`src/rtl/pipeline_hazard_ctrl.sv`:
```
// rtl/pipeline_hazard_ctrl.sv - stall/flush sequencer for a 5-stage pipeline without forwarding
module pipeline_hazard_ctrl #(
   parameter int RA_W  = 5,
   parameter int CNT_W = 32
) (
   input  logic             clk,
   input  logic             rst,
   input  logic             id_valid,
   input  logic [RA_W-1:0]  id_rs1,
   input  logic             id_rs1_used,
   input  logic [RA_W-1:0]  id_rs2,
   input  logic             id_rs2_used,
   input  logic [RA_W-1:0]  id_rd,
   input  logic             id_regwrite,
   input  logic             pcsrc_mem,
   output logic             en_pc,
   output logic             en_ifid,
   output logic             bubble_idex,
   output logic             flush_ifid,
   output logic             flush_exmem,
   output logic [1:0]       state,
   output logic [CNT_W-1:0] stall_cnt,
   output logic [CNT_W-1:0] flush_cnt
);

   typedef enum logic [1:0] {
      ST_RUN   = 2'd0,
      ST_STALL = 2'd1,
      ST_FLUSH = 2'd2
   } state_t;

   localparam logic [CNT_W-1:0] CNT_ONE = {{(CNT_W-1){1'b0}}, 1'b1};
   localparam logic [CNT_W-1:0] CNT_MAX = {CNT_W{1'b1}};

   state_t           state_q, state_d;
   logic [RA_W-1:0]  ex_rd_q, ex_rd_d, mem_rd_q, mem_rd_d;
   logic             ex_wr_q, ex_wr_d, mem_wr_q, mem_wr_d;
   logic [CNT_W-1:0] stall_cnt_q, stall_cnt_d, flush_cnt_q, flush_cnt_d;
   logic             rs1_hit, rs2_hit, hazard;

   // WB producers are never checked: the register file writes on the falling edge.
   always_comb begin
      rs1_hit = id_rs1_used && (id_rs1 != '0) &&
                (((id_rs1 == ex_rd_q) && ex_wr_q) || ((id_rs1 == mem_rd_q) && mem_wr_q));
      rs2_hit = id_rs2_used && (id_rs2 != '0) &&
                (((id_rs2 == ex_rd_q) && ex_wr_q) || ((id_rs2 == mem_rd_q) && mem_wr_q));
      hazard  = id_valid && (state_q != ST_FLUSH) && (rs1_hit || rs2_hit);
   end

   always_comb begin
      state_d     = state_q;
      ex_rd_d     = id_rd;
      ex_wr_d     = id_regwrite && (id_rd != '0);
      mem_rd_d    = ex_rd_q;
      mem_wr_d    = ex_wr_q;
      stall_cnt_d = stall_cnt_q;
      flush_cnt_d = flush_cnt_q;
      en_pc       = 1'b1;
      en_ifid     = 1'b1;
      bubble_idex = 1'b0;
      flush_ifid  = 1'b0;
      flush_exmem = 1'b0;

      if (pcsrc_mem || hazard || !id_valid || (state_q == ST_FLUSH)) begin
         ex_rd_d = '0;
         ex_wr_d = 1'b0;
      end
      if (pcsrc_mem) begin
         mem_rd_d = '0;
         mem_wr_d = 1'b0;
      end

      if (pcsrc_mem) begin
         bubble_idex = 1'b1;
         flush_ifid  = 1'b1;
         flush_exmem = 1'b1;
         if (flush_cnt_q != CNT_MAX) flush_cnt_d = flush_cnt_q + CNT_ONE;
      end else if (hazard) begin
         en_pc       = 1'b0;
         en_ifid     = 1'b0;
         bubble_idex = 1'b1;
         if (stall_cnt_q != CNT_MAX) stall_cnt_d = stall_cnt_q + CNT_ONE;
      end

      case (state_q)
         ST_RUN, ST_STALL: begin
            if (pcsrc_mem)   state_d = ST_FLUSH;
            else if (hazard) state_d = ST_STALL;
            else             state_d = ST_RUN;
         end
         ST_FLUSH: state_d = pcsrc_mem ? ST_FLUSH : ST_RUN;
         default:  state_d = ST_RUN;
      endcase

      // Reset holds the front end frozen and the downstream registers empty.
      if (!rst) begin
         en_pc       = 1'b0;
         en_ifid     = 1'b0;
         bubble_idex = 1'b1;
         flush_ifid  = 1'b1;
         flush_exmem = 1'b1;
      end
   end

   always_ff @(posedge clk or negedge rst) begin
      if (!rst) begin
         state_q     <= ST_RUN;
         ex_rd_q     <= '0;
         ex_wr_q     <= 1'b0;
         mem_rd_q    <= '0;
         mem_wr_q    <= 1'b0;
         stall_cnt_q <= '0;
         flush_cnt_q <= '0;
      end else begin
         state_q     <= state_d;
         ex_rd_q     <= ex_rd_d;
         ex_wr_q     <= ex_wr_d;
         mem_rd_q    <= mem_rd_d;
         mem_wr_q    <= mem_wr_d;
         stall_cnt_q <= stall_cnt_d;
         flush_cnt_q <= flush_cnt_d;
      end
   end

   assign state     = state_q;
   assign stall_cnt = stall_cnt_q;
   assign flush_cnt = flush_cnt_q;

endmodule

```
`config.mk`:
```
export PLATFORM = sky130hd
export DESIGN_NAME = pipeline_hazard_ctrl
export DESIGN_NICKNAME = d
export VERILOG_FILES = /design/src/rtl/pipeline_hazard_ctrl.sv
export SDC_FILE = /design/constraint.sdc
export NUM_CORES = 1
export LEC_CHECK = 0
export ABC_AREA = 1
export BUFFER_PORTS_ARGS = -buffer_cell sky130_fd_sc_hd__buf_2
export CAP_MARGIN = 20
export CORE_ASPECT_RATIO = 1.1
export CORE_MARGIN = 3
export CORE_UTILIZATION = 26
export CTS_CLUSTER_SIZE = 16
export DETAILED_ROUTE_END_ITERATION = 8
export GPL_ROUTABILITY_DRIVEN = 0
export SLEW_MARGIN = 5
export SYNTH_ARGS = -nofsm -noshare
export SYNTH_HDL_FRONTEND = slang
export SYNTH_SLANG_ARGS = --single-unit
export TNS_END_PERCENT = 20
```
`constraint.sdc`:
```
create_clock -name clk -period 4.69 [get_ports clk]
set_clock_uncertainty 0.05 [all_clocks]
set_input_delay 0.938 -clock clk [delete_from_list [all_inputs] [get_ports clk]]
set_output_delay 0.938 -clock clk [all_outputs]
set_load 0.02 [all_outputs]
```
## Word-level counts from Yosys, hierarchy flattened

Index checks and enable logic that the tools add are counted.

- RAM bits: 0
- Memories kept: 0
- Bits in read-only memories: 0
- Bits in latches: 0
- Flip-flop bits (word level): 78
- Input port bits: 22
- Logic and storage cells: 60
- Output and inout port bits: 71

- Muxes and demuxes: 16
- Equal/unequal tests: 9
- Multiply operators: 0
- Bitwise gates (word level): 1
- Add/subtract/negate cells: 2
- Shift-type cells: 0
- Div/mod/pow operators: 0
- Reduce and logical (&&, ||, !) cells: 25
- Magnitude comparators: 0

Operator list:

| cell | number |
|---|---|
| adder 32 x 1 -> 32 bit (second input constant) | 2 |
| != test 32 bit (second input constant) | 2 |
| == test 5 bit | 4 |
| nonzero test 5 bit | 3 |
| logical AND 1 bit | 11 |
| 2-to-1 mux 1 bit | 11 |
| 2-to-1 mux 5 bit | 2 |
| logical OR 1 bit | 6 |
| 2-to-1 mux 2 bit | 2 |
| one-hot mux 2 bit (2 select lines) | 1 |
| AND reduction 3 bit | 1 |
| == test 2 x 1 -> 1 bit (second input constant) | 1 |
| == test 2 bit (second input constant) | 1 |
| zero test 2 bit | 1 |
| != test 2 bit (second input constant) | 1 |
| AND reduction 2 bit | 1 |
| OR reduction 2 bit | 1 |
| zero test 1 bit | 1 |
| inverter 1 bit | 1 |

## Longest topological paths before layout

Gate-level depths: netlist (run 1).

- Depth after elaboration: 10
- Depth in mapped cells: 12

## Least setup slack after synthesis (run 1)

Ideal clock, no wire load.

- Kind: input -> output
- From: input port id_rs1[1]
- To: output port en_pc
- Slack: 1.412 ns
- Required time: 3.702 ns
- Path buffers: 1
- Stages: 8
- Data arrival time: 2.290 ns
- Cells stage by stage: inv_1 > nand4_1 > o21ai_0 > inv_1 > nand2_1 > nand2_2 > a21boi_0 > buf_4

- Cells in the longest elaborated chain, start to end: 9
- Elaborated cells on any way between the ends: 13
- Classes of those cells: 2 x eq/ne; 3 x mux; 8 x reduce/logical

Ends and longest elaborated chain:

| element | line | RTL |
|---|---|---|
| start, declared | 9 | `input logic [RA_W-1:0] id_rs1,` |
| == test 5 bit | 44 | `(((id_rs1 == ex_rd_q) && ex_wr_q) \|\| ((id_rs1 == mem_rd_q) && mem_wr_q));` |
| logical AND 1 bit | 44 |  |
| logical OR 1 bit | 44 |  |
| logical AND 1 bit (*) | 43 | `rs1_hit = id_rs1_used && (id_rs1 != '0) &&` |
| logical OR 1 bit (*) | 47 | `hazard = id_valid && (state_q != ST_FLUSH) && (rs1_hit \|\| rs2_hit);` |
| logical AND 1 bit (*) | 47 |  |
| 2-to-1 mux 1 bit (*) (3 in a row) | -- |  |
| end, declared | 16 | `output logic en_pc,` |

Mark *: on every way between the ends. The rest lies on a longest branch, timed or not.

## Worst setup path after layout (run 1)

- From: input port id_rs2[4]
- To: output port bubble_idex

- Cells in the longest elaborated chain, start to end: 9
- Elaborated cells on any way between the ends: 13
- Classes of those cells: 2 x eq/ne; 3 x mux; 8 x reduce/logical

Ends and longest elaborated chain:

| element | line | RTL |
|---|---|---|
| start, declared | 11 | `input logic [RA_W-1:0] id_rs2,` |
| == test 5 bit | 46 | `(((id_rs2 == ex_rd_q) && ex_wr_q) \|\| ((id_rs2 == mem_rd_q) && mem_wr_q));` |
| logical AND 1 bit | 46 |  |
| logical OR 1 bit | 46 |  |
| logical AND 1 bit (*) | 45 | `rs2_hit = id_rs2_used && (id_rs2 != '0) &&` |
| logical OR 1 bit (*) | 47 |  |
| logical AND 1 bit (*) | 47 |  |
| 2-to-1 mux 1 bit (*) | 78 | `end else if (hazard) begin` |
| 2-to-1 mux 1 bit (*) | 73 | `if (pcsrc_mem) begin` |
| 2-to-1 mux 1 bit (*) | 96 | `if (!rst) begin` |
| end, declared | 18 | `output logic bubble_idex,` |

Marks and branches as above.

==> results.txt, run 1 <==
post-layout min period = 3.056 ns
clk buf depth = 2
crit start category = primary input
PD cells = 279.6 nW/um2
hold-fix buffers at CTS = 0
antenna cell count = 0
Slew headroom = 0.4763
Design Power = 1.727 mW
Detailed Route WL = 15120 um
Mapped Cells = 777
wire per inst = 13.56 um
Max Clk Rate = 0.3272 GHz
CP max stage cell = buf_2
via count = 5132
Avg Vias per Cell = 4.603
hold_sp = state[0]$_DFF_PN0_
core area = 19360 um2
most frequent cells in the layout = nand2_1, nor2_1, buf_2
pre-CTS WS = 1.558 ns
grt total ovfl = 0
final setup fails = 0
Final Net Count = 887
1st-iter DRT viols = 246
DP HPWL = 11130 um
pin count of the biggest net entering global routing = 58
FF+latch count, synth = 78
I/O pins = 93
reg-to-reg startpoint = flush_cnt[0]$_DFFE_PN0P_
Netlist cell types = 26
worst path required time = 3.70 ns
final worst slack = 1.634 ns
syn avg cell area = 6.686 um2
drt drc = 0
clk slew on worst S/H paths = 0.07 ns
Worst path max stage delay = 0.16 ns
final std cells w/o fill = 1115
Hold Path Class = reg2reg
clock latency on the worst-skew pair = 0.35 ns
post-cts repair resize count = 0
clock root buffer = clkbuf_16
dpl cells = 1099
post-synthesis cell area = 5195 um2
RSZ-0062 raised after global routing = false
layout cells sized above 1 = 0.1636
die height = 154.3 um
initial antenna violation count = 0
area delta synth->final = 18.88%
status = completed
vias in the first global route = 4987
total die area = 21710 um2
Die X = 140.8 um
first-pass iteration count of the detailed router = 5
DRT antenna net count = 0
Fillers = 2125
Leakage = 3.099 nW
Post-Syn Nets = 801
worst-margin pin slew = 0.7856 ns
Crit. End Element = output port
crit path launch = id_rs2[4]
total track usage = 0.1423
Seq/Total Area, Yosys = 0.3757
initial core utilization = 0.2683
Crit Path Category = in2out
first-pass GRT wire length = 25310 um
most common cell after layout, fill and taps aside = nand2_1
CP most frequent cell = nand2_1
Slew Viols, Final = 0
period utilization = 0.6516
maxcap violations = 0
Peak VDD IR = 156.5 uV
CTS Buf Count = 9
Cell Chain, Critical Path = buf_2 -> inv_1 -> nand2_1 -> nand2_1 -> nor2_1 -> nand3_1 -> nand2_1 -> nand2_1 -> nand2_2 -> nand2_1 -> nand3_1 -> buf_2
CTS H-Tree Depth = 3
yosys warns = 0
Max FO, Critical Path = 4
clock sink total = 78
port bufs = 92
CTS tree = done
post-route setup TNS = 0 ns
post-CTS setup buffer count = 0
WHS = 0.4258 ns
Fin. Hold Viols = 0
# rows = 53
Arr. time, crit path = 2.07 ns
==> worst max-delay path, delay by kind of cell <==
kind / cells / cell delay, ns
and+or+nand+nor: 9 / 0.78
buffers and inverters: 3 / 0.34
==> metal layers <==
layer | vias to the layer above | GRT usage | wire, um
li1 | 2634 | - | -
met1 | 2359 | 0.1777 | 6700
met2 | 118 | 0.2425 | 7388
met3 | 21 | 0.03463 | 774
met4 | 0 | 0.04430 | 252
met5 | - | 0 | 0
==> layout make-up <==
type                       count  area, um2  share of cell area
clock buffer                  11      252.7             0.04092
clock inverter                 5      63.81             0.01033
inverter                      69      259.0             0.04194
multi-input combinational    609       2846              0.4609
sequential                    78       1952              0.3160
tap                          247      309.0             0.05004
timing repair buffer          96      493.0             0.07982
==> registers in the layout (all words and copies together), names as in the netlist <==
name	cells
mem_wr_q	1
mem_rd_q	5
ex_rd_q	5
state	2
flush_cnt	32
stall_cnt	32
ex_wr_q	1
==> metrics by stage <==
step	cell area (um2)	utilization
after detailed placement	5859	0.3026
after CTS	6176	0.3189
after floorplan	5195	-
after global placement	5859	0.3026
final	6176	0.3189
after global routing	6176	0.3189
==> Yosys cell counts (all sizes together) <==
cell type / n / area share
dfrtp: 78 / 0.38
nand4: 43 / 0.052
inv: 69 / 0.050
nor2: 112 / 0.086
o21ai: 25 / 0.031
nor4: 1 / 0.0012
clkbuf: 3 / 0.0022
nor3: 19 / 0.020
ha: 2 / 0.0048
nand2: 331 / 0.24
a21boi: 4 / 0.0058
nand3b: 21 / 0.030
a21oi: 1 / 0.00096
buf: 18 / 0.025
xnor2: 7 / 0.012
nand3: 19 / 0.022
xor2: 24 / 0.040
==> path summary, 6_finish.rpt <==
check | to | slack [ns] | cells after the start
max | bubble_idex | 1.63 | 12
min | state[1]$_DFF_PN0_ | 0.43 | 1
max reg2reg | flush_cnt[27]$_DFFE_PN0P_ | 2.07 | 10
min reg2reg | state[1]$_DFF_PN0_ | 0.43 | 1
max in group asynchronous | flush_cnt[25]$_DFFE_PN0P_ | 3.07 | 2
min in group asynchronous | stall_cnt[7]$_DFFE_PN0P_ | 0.44 | 1
==> logic make-up after synthesis <==
family	count (synthesis)	synth area share
adders and majority gates	2	0.004816
AOI/OAI and AO/OA	30	0.03733
xor gates and xnor gates	31	0.05226
DFF	78	0.3757
buffers and inverters	90	0.07683
and+or+nand+nor	546	0.4530
==> power breakdown <==
part,total (mW),leakage [nW],internal (mW),switching [mW]
Combinational,0.221,1.87,0.0750,0.146
Sequential,0.743,1.07,0.704,0.0393
Clock,0.763,0.153,0.447,0.316
Total,1.73,3.10,1.23,0.501
No activity file was read; power rests on OpenSTA's default activity.
==> run 2: changes to the inputs <==
--- a/config.mk
+++ b/config.mk
@@ -5,7 +5,7 @@
 export SDC_FILE = /design/constraint.sdc
 export NUM_CORES = 1
 export LEC_CHECK = 0
-export ABC_AREA = 1
+export ABC_AREA = 0
 export BUFFER_PORTS_ARGS = -buffer_cell sky130_fd_sc_hd__buf_2
 export CAP_MARGIN = 20
 export CORE_ASPECT_RATIO = 1.1
==> constraint.sdc (replaced) <==
create_clock -name clk -period 3 [get_ports clk]
set_clock_uncertainty 0.05 [all_clocks]
set_input_delay 0.6 -clock clk [delete_from_list [all_inputs] [get_ports clk]]
set_output_delay 0.6 -clock clk [all_outputs]
set_load 0.02 [all_outputs]
==> run 2 against run 1 <==
Net effect: clock power rose by 52%; final cell count fell by 38%; synthesized cell count fell by 50%; count of clock-buffer cells in the layout fell by 1; sequential power rose by 56%; setup slack got worse by 1.4 ns; die area fell by 23%; first-iteration DRC count fell by 62%; worst hold slack got worse by 0.13 ns; critical endpoint is now en_pc; critical path depth fell by 5; combinational power rose by 14%; via count fell by 37%.
==> results.txt, run 2 <==
Seq/Total Area, Yosys = 0.4945
Slew headroom = 0.5121
top cells by count, synth = dfrtp_1, xor2_1, nand2_1, nor2_1, nand3_1
FF+latch count, synth = 78
RSZ-0062 raised after global routing = false
via count = 3238
Avg Vias per Cell = 4.720
PD cells = 518.3 nW/um2
first-pass iteration count of the detailed router = 4
most frequent cells in the layout = buf_2, dfrtp_1, xor2_1
post-layout min period = 2.719 ns
clk buf depth = 2
initial antenna violation count = 1
1st-iter DRT viols = 94
clk slew on worst S/H paths = 0.06 ns
first-pass GRT wire length = 16530 um
final worst slack = 0.2808 ns
Fin. Hold Viols = 0
most common cell after layout, fill and taps aside = buf_2
syn avg cell area = 10.12 um2
grt total ovfl = 0
DP HPWL = 7542 um
Crit. End Element = output port
Mapped Cells = 390
core area = 14620 um2
Max Clk Rate = 0.3678 GHz
final setup fails = 0
Sw Pwr = 0.6486 mW
clock latency on the worst-skew pair = 0.33 ns
clock sink total = 78
layout cells sized above 1 = 0.2530
Post-Syn Nets = 414
Detailed Route WL = 10120 um
post-route setup TNS = 0 ns
vias in the first global route = 3299
Comb pwr share = 0.098
# rows = 46
pin count of the biggest net entering global routing = 79
CTS Buf Count = 9
period utilization = 0.9064
Slew Viols, Final = 0
worst path required time = 2.35 ns
CTS tree = done
Leakage = 2.488 nW
Arr. time, crit path = 2.07 ns
port bufs = 92
maxcap violations = 0
final std cells w/o fill = 686
placed inst area = 4623 um2
Design Area, Final = 4966 um2
Max FO, Critical Path = 3
area delta synth->final = 25.80%
wire per inst = 14.76 um
Post-synth EDFFs = 0
largest cells by area after synthesis = dfrtp_1, xor2_1, xnor2_1, nand3_1, nand2_1
die height = 135.2 um
post-CTS setup buffer count = 0
clock root buffer = clkbuf_16
total track usage = 0.1255
Sw Ratio = 0.2520
Die X = 123.5 um
post-cts repair resize count = 0
most common cell in the synthesized netlist = dfrtp_1
yosys warns = 0
Synth top area share = 0.4945
post-synthesis cell area = 3948 um2
asr flop ratio synth = 1.000
status = completed
initial core utilization = 0.2700
pre-CTS WS = 0.3019 ns
Peak VDD IR = 212.7 uV
I/O pins = 93
Hold Path Class = in2async
crit start category = primary input
Final Net Count = 513
dpl cells = 669
worst-margin pin slew = 0.7251 ns
Fillers = 1543
CTS H-Tree Depth = 3
drt drc = 0
Int Pwr = 1.925 mW
area leader, netlist = dfrtp_1
hold-fix buffers at CTS = 0
Most used DFF post-synth = dfrtp_1
Flop pwr share = 0.453
antenna cell count = 0
DRT antenna net count = 0
clock share of power = 0.449
Netlist cell types = 39
total die area = 16700 um2
Crit Path Category = in2out
-- run 2: power groups by stage --
stage          clock network (mW)  logic [mW]  registers, mW
2_1_floorplan                   0      0.0909           1.22
3_5_place_dp                    0       0.253           1.18
4_1_cts                      1.19       0.254           1.16
3_3_place_gp                    0       0.247           1.18
6_report                     1.16       0.253           1.16
5_1_grt                      1.24       0.279           1.17
-- run 2: through the flow --
step           hold slack (ns)  total power [mW]  utilization
2_1_floorplan           0.2544             1.312            -
3_3_place_gp            0.4135             1.424       0.3162
3_5_place_dp            0.4250             1.434       0.3162
4_1_cts                 0.4208             2.609       0.3378
5_1_grt                 0.3282             2.691       0.3397
6_report                0.3002             2.574       0.3397
-- run 2: layer usage --
metal | vias up | wire length [um] | global-route usage | part of all wire
met2 | 77 | 5121 | 0.2109 | 0.51
met1 | 1589 | 4345 | 0.1509 | 0.43
met4 | 2 | 157 | 0.04308 | 0.016
li1 | 1554 | - | - | -
met5 | - | 13 | 0 | 0.0013
met3 | 16 | 484 | 0.03968 | 0.048
-- run 2: final timing paths --
check / start / end / depth (start not counted) / slack (ns)
max: id_rs2[1] / en_pc / 7 / 0.28
min: rst / mem_rd_q[1]$_DFF_PN0_ / 2 / 0.30
max reg2reg: stall_cnt[8]$_DFFE_PN0P_ / stall_cnt[1]$_DFFE_PN0P_ / 6 / 0.59
min reg2reg: state[0]$_DFF_PN0_ / state[1]$_DFF_PN0_ / 1 / 0.43
max in group asynchronous: rst / stall_cnt[26]$_DFFE_PN0P_ / 3 / 2.02
min in group clk: state[0]$_DFF_PN0_ / state[1]$_DFF_PN0_ / 1 / 0.43
-- run 2: area by class of cell --
| type | instances | area (um2) | area share |
|---|---|---|---|
| Timing Repair Buffer | 97 | 520.5 | 0.1048 |
| Clock buffer | 10 | 229.0 | 0.04611 |
| Multi-Input combinational cell | 296 | 1912 | 0.3850 |
| Inverter | 7 | 26.28 | 0.005291 |
| Clock inverter | 6 | 86.33 | 0.01738 |
| Tap cell | 192 | 240.2 | 0.04837 |
| Sequential cell | 78 | 1952 | 0.3930 |
-- run 2: cell families (layout without fill, tap and decap cells) --
family / after synthesis / in the layout / synth area share
buffers and inverters: 16 / 120 / 0.02123
AO/OA/AOI/OAI: 16 / 16 / 0.03043
multiplexers: 4 / 4 / 0.01141
flip-flops: 78 / 78 / 0.4945
AND/OR/NAND/NOR: 196 / 196 / 0.2631
XOR/XNOR: 78 / 78 / 0.1731
adder cells (fa/ha/maj): 2 / 2 / 0.006338
-- run 2: worst max-delay path, cell delays in order --
cell	delay, ns
buf_2	0.12
or4_1	0.50
o21ai_0	0.24
or2_2	0.16
o22a_1	0.14
and2_1	0.14
buf_2	0.16
==> run 3: changes to the inputs <==
==> constraint.sdc (replaced) <==
create_clock -name clk -period 2.8 [get_ports clk]
set_clock_uncertainty 0.05 [all_clocks]
set_input_delay 0.56 -clock clk [delete_from_list [all_inputs] [get_ports clk]]
set_output_delay 0.56 -clock clk [all_outputs]
set_load 0.02 [all_outputs]
==> run 3 against run 2 <==
Net effect: critical path depth is the same; sequential share of layout area is essentially flat; clock power is essentially flat; utilization is essentially flat; design area is essentially flat; wire length shrank 0.45%; via count grew 0.19%; worst hold slack lost 0.071 ns; critical endpoint is now en_ifid; sequential power grew 7%.
==> results.txt, run 3 (synthesis gave the netlist of run 2 again) <==
DRT antenna net count = 0
1st-iter DRT viols = 136
worst path required time = 2.19 ns
Final Net Count = 516
period utilization = 0.9649
Crit. End Element = output port
most common cell after layout, fill and taps aside = buf_2
Leakage = 2.494 nW
Slew Viols, Final = 0
Detailed Route WL = 10080 um
Cell Chain, Critical Path = buf_2 -> or4_1 -> o21ai_0 -> or2_2 -> o22a_1 -> and2_1 -> buf_2
total track usage = 0.1245
Crit Path Category = in2out
DP HPWL = 7554 um
PD cells = 543.5 nW/um2
vias in the first global route = 3179
hold-fix buffers at CTS = 0
Fillers = 1504
clock sink total = 78
CTS H-Tree Depth = 3
crit start category = primary input
grt total ovfl = 0
antenna cell count = 0
Hold Path Class = in2async
post-layout min period = 2.702 ns
clock root buffer = clkbuf_16
core area = 14620 um2
# rows = 46
RSZ-0062 raised after global routing = false
Design Area, Final = 4969 um2
Multi-input gate area = 1912 um2
clk buf depth = 2
worst-margin pin slew = 0.7048 ns
area delta synth->final = 25.86%
CTS tree = done
placed inst area = 4666 um2
first-pass iteration count of the detailed router = 4
Sw Ratio = 0.2521
Flop pwr share = 0.461
drt drc = 0
Max FO, Critical Path = 3
post-CTS setup buffer count = 0
Storage cell area = 1952 um2
Int Pwr = 2.020 mW
maxcap violations = 0
Fin. Hold Viols = 0
status = completed
initial core utilization = 0.2700
initial antenna violation count = 0
die height = 135.2 um
post-route setup TNS = 0 ns
via count = 3244
clk slew on worst S/H paths = 0.06 ns
I/O pins = 93
post-cts repair resize count = 0
total die area = 16700 um2
Worst path max stage delay = 0.52 ns
CTS Buf Count = 9
Die X = 123.5 um
port bufs = 92
CP most frequent cell = buf_2
Slew headroom = 0.5258
CP max stage cell = or4_1
pin count of the biggest net entering global routing = 47
clock latency on the worst-skew pair = 0.34 ns
Max Clk Rate = 0.3701 GHz
final setup fails = 0
Sw Pwr = 0.6806 mW
Design Power = 2.700 mW
wire per inst = 14.63 um
clock share of power = 0.441
Peak VDD IR = 302.5 uV
Comb pwr share = 0.099
reg-to-reg startpoint = stall_cnt[14]$_DFFE_PN0P_
crit path launch = id_rs2[1]
Arr. time, crit path = 2.09 ns
first-pass GRT wire length = 16210 um
Avg Vias per Cell = 4.708
most frequent cells in the layout = buf_2, dfrtp_1, xor2_1
layout cells sized above 1 = 0.2555
run 3: cell count changes in the layout (fill, tap and decap cells not counted):
cell / change
buf_4: +3
clkbuf_8: +2
buf_12: +1
buf_16: -1
bufinv_16: -1
clkbuf_1: +1
clkinv_2: -1
clkinv_4: -1
run 3: cell type report:
class / instances / share of cell area
clock inverters: 3 / 0.008562
clock buffers: 13 / 0.05238
repair buffers: 100 / 0.1078
well taps: 192 / 0.04835
flip-flops and latches: 78 / 0.3928
inverters: 7 / 0.005288
multi-input cells: 296 / 0.3848
run 3: power groups by stage:
stage	Sequential (mW)	Combinational (mW)	Clock [mW]
2_1_floorplan	1.31	0.0974	0
3_3_place_gp	1.26	0.264	0
3_5_place_dp	1.26	0.271	0
4_1_cts	1.24	0.272	1.24
5_1_grt	1.25	0.298	1.28
6_report	1.24	0.267	1.19
run 3: through the flow:
stage	hold WS [ns]	util	setup WS [ns]	instances
after floorplan	0.2144	-	0.04718	390
after global placement	0.4128	0.3192	0.1296	673
after detailed placement	0.4238	0.3192	0.1103	673
after CTS	0.2401	0.3399	0.08953	689
after global routing	0.2593	0.3399	0.001568	689
final	0.2292	0.3399	0.09826	689
run 3: path summary, 6_finish.rpt:
path                       slack, ns                         to  cells after the start
setup reg to reg                0.47  stall_cnt[12]$_DFFE_PN0P_                      6
min in group clk                0.40       ex_rd_q[4]$_DFF_PN0_                      2
max in group asynchronous       1.99  stall_cnt[15]$_DFFE_PN0P_                      2
hold reg to reg                 0.43         state[0]$_DFF_PN0_                      1
hold / removal                  0.23  flush_cnt[31]$_DFFE_PN0P_                      2
setup / recovery                 0.1                    en_ifid                      7
run 3: critical path, delay by kind of cell:
kind / cells / cell delay, ns
buffers and inverters: 2 / 0.28
and+or+nand+nor: 3 / 0.83
AOI/OAI and AO/OA: 2 / 0.42
run 3: per-layer routing:
metal,share of wire,GRT usage,vias up
met5,0,0,-
met4,0.020,0.05662,0
met3,0.057,0.03175,14
met2,0.51,0.2115,84
met1,0.41,0.1466,1585
li1,-,-,1561
